## config.mk

```make
export PLATFORM = sky130hd
export DESIGN_NAME = stack_sequencer
export DESIGN_NICKNAME = d
export VERILOG_FILES = /design/src/rtl/stack_pkg.sv /design/src/rtl/stack_addr_gen.sv /design/src/rtl/stack_sequencer.sv
export SDC_FILE = /design/constraint.sdc
export NUM_CORES = 1
export LEC_CHECK = 0
export CAP_MARGIN = 25
export CORE_AREA = 2 2 99 101
export CTS_CLUSTER_DIAMETER = 150
export DETAILED_ROUTE_END_ITERATION = 16
export DIE_AREA = 0 0 101 103
export MAX_ROUTING_LAYER = met4
export PLACE_DENSITY = 0.84
export SLEW_MARGIN = 0
export SYNTH_ARGS = -nofsm -noshare
export SYNTH_HDL_FRONTEND = slang
export SYNTH_HIERARCHICAL = 1
export SYNTH_SLANG_ARGS = --single-unit
```

## constraint.sdc

```tcl
create_clock -name phi2 -period 7.2 [get_ports phi2]
set_clock_uncertainty 0.05 [all_clocks]
set_input_delay 0.72 -clock phi2 [delete_from_list [all_inputs] [get_ports phi2]]
set_output_delay 0.72 -clock phi2 [all_outputs]
set_load 0.005 [all_outputs]
```

## src/rtl/stack_pkg.sv

```systemverilog
// -----------------------------------------------------------------------------
// stack_pkg
//
// Shared types and constants for the 6502 stack push/pull engine.
//   stack_op_t          : command direction (PUSH writes downwards, PULL reads
//                         upwards from the current stack pointer).
//   stack_state_t       : sequencer states.
//   STACK_PAGE_DEFAULT  : high address byte of every stack access (page one).
// -----------------------------------------------------------------------------
package stack_pkg;

    typedef enum logic {
        PUSH = 1'b0,
        PULL = 1'b1
    } stack_op_t;

    typedef enum logic [2:0] {
        S_IDLE,
        S_PUSH,
        S_PULL,
        S_CAPTURE,
        S_DONE
    } stack_state_t;

    localparam logic [7:0] STACK_PAGE_DEFAULT = 8'h01;

endpackage

```

## src/rtl/stack_addr_gen.sv

```systemverilog
// -----------------------------------------------------------------------------
// stack_addr_gen
//
// Combinational stack address former shared by the push and pull paths.
// Produces {page, base - step} for PUSH and {page, base + step} for PULL.
// The offset wraps modulo 256, so the page byte never changes.
//
// Ports
//   page_i  [7:0]   high address byte
//   base_i  [7:0]   stack pointer the sequence started from
//   step_i  [1:0]   byte index within the sequence
//   op_i            PUSH (subtract) or PULL (add)
//   addr_o  [15:0]  full stack address
// -----------------------------------------------------------------------------
module stack_addr_gen
    import stack_pkg::*;
(
    input  logic [7:0]  page_i,
    input  logic [7:0]  base_i,
    input  logic [1:0]  step_i,
    input  stack_op_t   op_i,
    output logic [15:0] addr_o
);

    logic [7:0] offset;

    always_comb begin
        if (op_i == PULL) begin
            offset = base_i + {6'b0, step_i};
        end else begin
            offset = base_i - {6'b0, step_i};
        end
        addr_o = {page_i, offset};
    end

endmodule

```

## src/rtl/stack_sequencer.sv

```systemverilog
// -----------------------------------------------------------------------------
// stack_sequencer
//
// Multi-byte stack push/pull engine for the 6502 core. Takes the current stack
// pointer at command accept, issues 1-3 page-one memory strobes, and returns
// the updated stack pointer with a one-cycle load pulse.
//
// Ports
//   phi2            system clock, rising edge
//   reset_N         synchronous active-low reset
//   cmd_valid       command request
//   cmd_ready       command accepted when high together with cmd_valid
//   cmd_op          0 = PUSH, 1 = PULL
//   cmd_count [1:0] byte count 0-3
//   push_data [23:0] byte k in [8k+7:8k], byte 0 pushed first
//   s_IN      [7:0] stack pointer sampled at accept
//   mem_addr  [15:0] stack address, 0 when no strobe
//   mem_wdata [7:0] write data, 0 when not writing
//   mem_write_EN    write strobe
//   mem_read_EN     read strobe, data returns on mem_rdata the next cycle
//   mem_rdata [7:0] read data
//   pull_data [23:0] pulled bytes, byte k = k-th byte pulled
//   pull_valid      one-cycle pulse at the end of a non-empty PULL
//   s_OUT     [7:0] updated stack pointer
//   s_load_EN       one-cycle pulse to load s_OUT into the stack pointer
//   busy            high whenever a sequence is in progress
// -----------------------------------------------------------------------------
module stack_sequencer
    import stack_pkg::*;
#(
    parameter logic [7:0] STACK_PAGE = STACK_PAGE_DEFAULT
) (
    input  logic        phi2,
    input  logic        reset_N,
    input  logic        cmd_valid,
    output logic        cmd_ready,
    input  logic        cmd_op,
    input  logic [1:0]  cmd_count,
    input  logic [23:0] push_data,
    input  logic [7:0]  s_IN,
    output logic [15:0] mem_addr,
    output logic [7:0]  mem_wdata,
    output logic        mem_write_EN,
    output logic        mem_read_EN,
    input  logic [7:0]  mem_rdata,
    output logic [23:0] pull_data,
    output logic        pull_valid,
    output logic [7:0]  s_OUT,
    output logic        s_load_EN,
    output logic        busy
);

    // Sequence state
    stack_state_t state_q;
    stack_op_t    op_q;
    logic [1:0]   n_q;
    logic [23:0]  push_q;
    logic [7:0]   s_q;
    // Index of the next strobe to issue. PULL counts 1..N and needs N+1 = 4.
    logic [2:0]   k_q;

    // Registered outputs
    logic [15:0]  addr_q;
    logic [7:0]   wdata_q;
    logic         we_q;
    logic         re_q;
    logic [23:0]  pull_q;
    logic         pvalid_q;
    logic [7:0]   sout_q;
    logic         sload_q;

    // Combinational helpers
    logic         idle;
    logic         accept;
    stack_op_t    gen_op;
    logic [7:0]   gen_base;
    logic [1:0]   gen_step;
    logic [15:0]  gen_addr;
    logic [1:0]   cap_idx;

    always_comb begin
        idle   = (state_q == S_IDLE);
        accept = cmd_valid && idle && reset_N;

        // In IDLE the first strobe is formed straight from the command so it
        // can be registered at the accept edge; afterwards from latched state.
        if (idle) begin
            gen_op   = stack_op_t'(cmd_op);
            gen_base = s_IN;
            gen_step = cmd_op ? 2'd1 : 2'd0;
        end else begin
            gen_op   = op_q;
            gen_base = s_q;
            gen_step = k_q[1:0];
        end

        // Read k-1 lands in byte k-2. While in PULL the read on the pins is
        // k_q-1, so the byte being captured is k_q-3 (2-bit wrap: 3->0, 4->1).
        // CAPTURE always collects the final byte N-1.
        if (state_q == S_CAPTURE) begin
            cap_idx = n_q - 2'd1;
        end else begin
            cap_idx = k_q[1:0] - 2'd3;
        end
    end

    stack_addr_gen u_addr_gen (
        .page_i (STACK_PAGE),
        .base_i (gen_base),
        .step_i (gen_step),
        .op_i   (gen_op),
        .addr_o (gen_addr)
    );

    always_ff @(posedge phi2) begin
        if (!reset_N) begin
            state_q  <= S_IDLE;
            op_q     <= PUSH;
            n_q      <= '0;
            push_q   <= '0;
            s_q      <= '0;
            k_q      <= '0;
            addr_q   <= '0;
            wdata_q  <= '0;
            we_q     <= 1'b0;
            re_q     <= 1'b0;
            pull_q   <= '0;
            pvalid_q <= 1'b0;
            sout_q   <= '0;
            sload_q  <= 1'b0;
        end else begin
            // Strobes and pulses last one cycle unless re-asserted below.
            addr_q   <= '0;
            wdata_q  <= '0;
            we_q     <= 1'b0;
            re_q     <= 1'b0;
            pvalid_q <= 1'b0;
            sload_q  <= 1'b0;

            case (state_q)
                S_IDLE: begin
                    if (accept) begin
                        op_q   <= stack_op_t'(cmd_op);
                        n_q    <= cmd_count;
                        push_q <= push_data;
                        s_q    <= s_IN;
                        if (stack_op_t'(cmd_op) == PULL) begin
                            pull_q <= '0;
                        end
                        if (cmd_count == 2'd0) begin
                            state_q <= S_DONE;
                            sload_q <= 1'b1;
                            sout_q  <= s_IN;
                        end else if (stack_op_t'(cmd_op) == PULL) begin
                            state_q <= S_PULL;
                            addr_q  <= gen_addr;
                            re_q    <= 1'b1;
                            k_q     <= 3'd2;
                        end else begin
                            state_q <= S_PUSH;
                            addr_q  <= gen_addr;
                            wdata_q <= push_data[7:0];
                            we_q    <= 1'b1;
                            k_q     <= 3'd1;
                        end
                    end
                end

                S_PUSH: begin
                    if (k_q == {1'b0, n_q}) begin
                        state_q <= S_DONE;
                        sload_q <= 1'b1;
                        sout_q  <= s_q - {6'b0, n_q};
                    end else begin
                        addr_q  <= gen_addr;
                        wdata_q <= push_q[{k_q[1:0], 3'b000} +: 8];
                        we_q    <= 1'b1;
                        k_q     <= k_q + 3'd1;
                    end
                end

                S_PULL: begin
                    if (k_q >= 3'd3) begin
                        pull_q[{cap_idx, 3'b000} +: 8] <= mem_rdata;
                    end
                    if (k_q == {1'b0, n_q} + 3'd1) begin
                        state_q <= S_CAPTURE;
                    end else begin
                        addr_q <= gen_addr;
                        re_q   <= 1'b1;
                        k_q    <= k_q + 3'd1;
                    end
                end

                S_CAPTURE: begin
                    pull_q[{cap_idx, 3'b000} +: 8] <= mem_rdata;
                    state_q  <= S_DONE;
                    sload_q  <= 1'b1;
                    pvalid_q <= 1'b1;
                    sout_q   <= s_q + {6'b0, n_q};
                end

                S_DONE: begin
                    state_q <= S_IDLE;
                end

                default: begin
                    state_q <= S_IDLE;
                end
            endcase
        end
    end

    assign cmd_ready    = idle && reset_N;
    assign busy         = !idle;
    assign mem_addr     = addr_q;
    assign mem_wdata    = wdata_q;
    assign mem_write_EN = we_q;
    assign mem_read_EN  = re_q;
    assign pull_data    = pull_q;
    assign pull_valid   = pvalid_q;
    assign s_OUT        = sout_q;
    assign s_load_EN    = sload_q;

endmodule

```

Word level (Yosys, flattened, before mapping)
Cells that the tools add are included.
- reductions and logical operators: 14
- equal/unequal tests: 14
- magnitude comparators: 1
- add/subtract/negate cells: 9
- mux-type cells: 51
- shift-type cells: 3
- operators with widths (operator ; number):
    24-bit 2-to-1 mux ; 3
    8-bit 2-to-1 mux ; 9
    24-bit case mux with 3 select lines ; 1
    9-bit 2-to-1 mux ; 4
    9-bit case mux with 3 select lines ; 1
    24-bit bitwise mux ; 1
    3-bit 2-to-1 mux ; 8
    8-bit case mux with 3 select lines ; 1
    8-bit by 7-bit variable shift with 24-bit output (first input constant) ; 1
    24-bit by 6-bit variable part select with 8-bit output ; 1
    8-bit by 7-bit variable part select with 24-bit output ; 1
    8-bit by 2-bit adder with 8-bit output ; 2
    8-bit case mux with 2 select lines ; 1
    8-bit by 2-bit subtractor with 8-bit output ; 2
    1-bit 2-to-1 mux ; 14
    2-bit != test (second input constant) ; 7
    3-bit case mux with 4 select lines ; 1
    3-bit case mux with 3 select lines ; 1
    3-bit nonzero test ; 3
    4-bit AND reduction ; 2
    5-bit negation with 7-bit output ; 1
    3-bit by 2-bit equality test with 1-bit output (second input constant) ; 2
    2-bit 2-to-1 mux ; 3
    5-bit AND reduction ; 1
    17 further kinds ; 21
- output and inout port bits: 62
- word-level logic and storage cells: 106
- flip-flop bits (word level): 101
- input bits: 46

Logic depth before layout (Yosys ltp)
- word-level depth: 7
- depth in mapped cells: 16
- gate-level depth less buffers: 13

By module
The synthesis kept the hierarchy.
- modules (own cells, without submodules) (module ; area an instance (µm²) ; instances ; seq. area each (µm²) ; cells an instance):
    stack_sequencer ; 4659.5 ; 1 ; 2021.9 ; 575
    stack_addr_gen ; 376.6 ; 1 ; 0.0 ; 44

Worst setup path before layout
No wires, ideal clock.
- path kind: register -> register
- start point: reg state_q[0]
- end point: reg addr_q[6] (netlist: mem_addr[6])
- cell stages (with the launch flop): 16
- arrival: 3013 ps
- data required time: 7035 ps
- setup slack: 4022 ps
- clock period less this slack: 3178 ps
- setup time: 115 ps
- buffers on the path: 3
- path through: dfxtp_1 > buf_4 > buf_2 > nor3_1 > clkbuf_1 > nand2_1 > nand2_1 > inv_1 > ha_1 > mux2_1 > fa_1 > a21oi_2 > o211ai_2 > a21oi_2 > xnor2_1 > and2_1
- longest elaborated chain between the ends: 7
- elaborated cells on any way between the ends: 16
- classes of those cells: add/sub (2); eq/ne (2); mux (9); reduce/logical (3)
- ends and longest elaborated chain (element ; RTL line ; RTL):
    start, declared ; stack_sequencer.sv:54 ; stack_state_t state_q;
    start signal, assigned ; stack_sequencer.sv:117 ; state_q <= S_IDLE;
    start signal, assigned ; stack_sequencer.sv:151 ; state_q <= S_DONE;
    start signal, assigned ; stack_sequencer.sv:155 ; state_q <= S_PULL;
    3-bit zero test * ; stack_sequencer.sv:82 ; idle = (state_q == S_IDLE);
    2-bit 2-to-1 mux * ; stack_sequencer.sv:87 ; if (idle) begin
    via gen_step[0] ; stack_sequencer.sv:77 ; logic [1:0] gen_step;
    8-bit by 2-bit subtractor with 8-bit output / 8-bit by 2-bit adder with 8-bit output (equally long branches) ; stack_addr_gen.sv:31, stack_addr_gen.sv:29 ;
    8-bit 2-to-1 mux * ; stack_addr_gen.sv:28 ; if (op_i == PULL) begin
    via gen_addr[6] ; stack_sequencer.sv:78 ; logic [15:0] gen_addr;
    9-bit 2-to-1 mux ; stack_sequencer.sv:150 ; if (cmd_count == 2'd0) begin
    9-bit 2-to-1 mux ; stack_sequencer.sv:142 ; if (accept) begin
    9-bit case mux with 3 select lines * ; stack_sequencer.sv:140 ; case (state_q)
    end signal, assigned ; stack_sequencer.sv:156 ; addr_q <= gen_addr;
    end signal, assigned ; stack_sequencer.sv:161 ; addr_q <= gen_addr;
    end signal, assigned ; stack_sequencer.sv:175 ; addr_q <= gen_addr;
    end, declared ; stack_sequencer.sv:63 ; logic [15:0] addr_q;
The timed path passes the listed nets; every way through them passes the cells marked *.
A chain may end at the register's enable or synchronous reset.

Worst setup path in the final report
Same ends and word-level chain as after synthesis.

==> results.json <==
{
  "status": "finished clean",
  "holdCritPathClass": "register to register",
  "initial_core_util": 0.532,
  "p_sw_mw": 0.472,
  "die_y_microns": 103,
  "final_common_cell": "nand2_1",
  "syn-instance-count": 619,
  "ctsResizeCount": 0,
  "p_int_mw": 0.927,
  "critPathKind": "register to register",
  "fin_ws_ns": 3.73,
  "cp-end-kind": "register",
  "irDropWorstVdd_uv": 113,
  "yosysWarningCount": 6,
  "fillers": 795,
  "ant_nets": 0,
  "fin_nets": 761,
  "p_per_area_mw_per_mm2": 224,
  "first_pass_iters": 5,
  "area_delta_synth_final_pct": 24.0,
  "period_share": 0.482,
  "clk_pin_slew_ns": 0.10,
  "post_drt_wl_per_cell_microns": 15.5,
  "numClockSinks": 101,
  "hold_viol": 0,
  "drive_gt1_frac": 0.0543,
  "die_x_microns": 101,
  "crit_arrival_ns": 3.74,
  "crit_buf_inv": 3,
  "syn_avg_cell_area_sq_um": 8.14,
  "pin_count": 108,
  "critPathLaunchType": "register",
  "power_frac_comb": 0.287,
  "synth_flop_cell": "dfxtp_1",
  "power.total_mw": 1.40,
  "numPortBuffers": 107,
  "vias": 4597,
  "htreeDepth": 3,
  "drc": 0,
  "setup_viol": 0,
  "grt_overflow": 0,
  "drt_iter0_markers": 242,
  "routed_via_density": 5.65,
  "cellLeakagePower_nw": 2.53,
  "crit_chain": "nor3_1 -> buf_4 -> inv_1 -> nand2_1 -> nand2_1 -> inv_1 -> ha_1 -> mux2_1 -> fa_1 -> a21oi_2 -> o211ai_2 -> a21oi_2 -> xnor2_1 -> and2_1",
  "grt_pass1_wl_microns": 20000,
  "final_cell_area_sq_mm": 0.00624,
  "period_needed_ns": 3.47,
  "post_cts_buffers": 0,
  "clockBufferDepth": 2,
  "cts_root_buf": "clkbuf_8",
  "routabilityCongestion": 0.915,
  "fmax_mhz": 288,
  "core_sq_mm": 0.00946,
  "sequentialPowerShare": 0.461,
  "post-place-cells": 797,
  "clkPwrFrac": 0.252,
  "syn_area_sq_mm": 0.00504,
  "tightestPinTransition_ns": 0.813,
  "grt_use_total": 0.249,
  "synth_cell_types": 63,
  "grt_max_degree": 85,
  "yosysSeqAreaShare": 0.401,
  "ys_ff_latch": 101,
  "synth_edf_count": 0,
  "diodes": 0,
  "num_rows": 36,
  "drv_cap": 0,
  "numCtsBuffers": 9,
  "synthArstFlopShare": 0,
  "grt_pass1_vias": 4211,
  "cts_hold_buf": 0,
  "die_area_sq_mm": 0.0104,
  "crit_family": "adder cells",
  "tns_ns": 0,
  "slew-limit-headroom": 0.455,
  "post-place-ws_ns": 3.57,
  "crit_slowest_cell": "dfxtp_1",
  "antenna_found_initial": 0,
  "cts_tree": "built",
  "final_cell_mix": "nand2_1, clkdlybuf4s50_1, dfxtp_1, nand3_1, o21ai_0",
  "wl_microns": 12600,
  "cp_max_fo": 18,
  "rsz0062_at_grt": "no",
  "switching_share": 0.337,
  "clk_latency_ns": 0.37,
  "worst_ep_required_time_ns": 7.47,
  "final_max_slew_viol_count": 0,
  "instances_no_fill": 814,
  "placed_area_sq_mm": 0.00603,
  "critPathMaxStageDelay_ns": 0.71,
  "dp_hpwl_microns": 9080
}
## logic make-up after synthesis
family | share of synthesized area
XOR/XNOR | 0.0313
AND/OR/NAND/NOR | 0.296
buffers and inverters | 0.0604
AO/OA/AOI/OAI | 0.128
multiplexers | 0.0286
other | 0.00149
flip-flops | 0.401
adder cells (fa/ha/maj) | 0.0527
## synth_stat cells (3+ instances only)
library cell | n | area [sq um]
a21oi_1 | 13 | 65.1
dfxtp_1 | 101 | 2020
buf_2 | 9 | 45.0
buf_4 | 9 | 67.6
o21a_1 | 3 | 22.5
nor3_2 | 3 | 30.0
nor2b_1 | 8 | 50.1
a21o_1 | 5 | 37.5
a21oi_2 | 4 | 35.0
xor2_1 | 8 | 70.1
and2_1 | 18 | 113
nor3_1 | 7 | 35.0
o31ai_1 | 3 | 22.5
ha_1 | 18 | 225
buf_6 | 3 | 33.8
nand2_1 | 142 | 533
mux2i_1 | 11 | 110
nand2b_1 | 11 | 68.8
o21ai_0 | 32 | 160
buf_1 | 6 | 22.5
a32oi_1 | 6 | 52.6
nor2_1 | 26 | 97.6
nor4_1 | 3 | 18.8
nand4_1 | 17 | 106
clkbuf_1 | 25 | 93.8
inv_1 | 10 | 37.5
a311oi_1 | 3 | 26.3
nand3_1 | 44 | 220
and3_1 | 13 | 81.3
xnor2_1 | 10 | 87.6
a21boi_0 | 7 | 52.6
a22oi_1 | 3 | 22.5
## final cells by class
type / instances / area (sq um) / area share
multi-input combinational: 461 / 2730 / 0.438
clock inverter: 6 / 52.6 / 0.00842
inverter: 11 / 41.3 / 0.00661
tap: 114 / 143 / 0.0228
timing repair buffer: 111 / 1120 / 0.179
clock buffer: 10 / 138 / 0.0220
sequential: 101 / 2020 / 0.324
## stage by stage
step | hold slack [ns] | utilization
after global placement | 0.393 | 0.637
after global routing | 0.433 | 0.660
final | 0.415 | 0.660
after detailed placement | 0.395 | 0.637
after floorplan | 0.383 | -
after CTS | 0.414 | 0.657
## flip-flops by register name, indices dropped and copies added (netlist names)
signal        count
k_q               3
mem_addr         16
mem_read_EN       1
mem_wdata         8
mem_write_EN      1
n_q               2
op_q              1
pull_data        24
pull_valid        1
push_q           24
s_OUT             8
s_load_EN         1
s_q               8
state_q           3
## tightest hold or removal path, stage by stage (launching register included)
cell and delay [ns]:
dfxtp_1 0.32, nand3_1 0.06, nand2_1 0.05
## worst paths after layout
check,slack (ns),end,depth (start not counted),startpoint
worst max register to register,3.73,mem_addr[6],14,state_q[0]
worst min-delay path,0.41,push_q[16],2,push_q[16]
worst max-delay path,3.73,mem_addr[6],14,state_q[0]
worst min register to register,0.41,push_q[16],2,push_q[16]
## per-layer routing
| metal | global-route usage | routed length, microns | up-vias |
|---|---|---|---|
| met4 | 0.0915 | 318 | 0 |
| met5 | - | 0 | - |
| li1 | - | - | 2247 |
| met2 | 0.411 | 6230 | 175 |
| met1 | 0.313 | 5350 | 2143 |
| met3 | 0.0353 | 729 | 32 |
## power groups by stage
stage                     combinational, mW  sequential, mW  clock, mW
after floorplan                       0.286           0.636          0
after CTS                             0.394           0.644      0.359
after global routing                  0.443           0.651      0.381
after global placement                0.376           0.655          0
after detailed placement              0.391           0.657          0
final                                 0.401           0.645      0.352
Note: power is estimated with default switching activity, not from simulation.
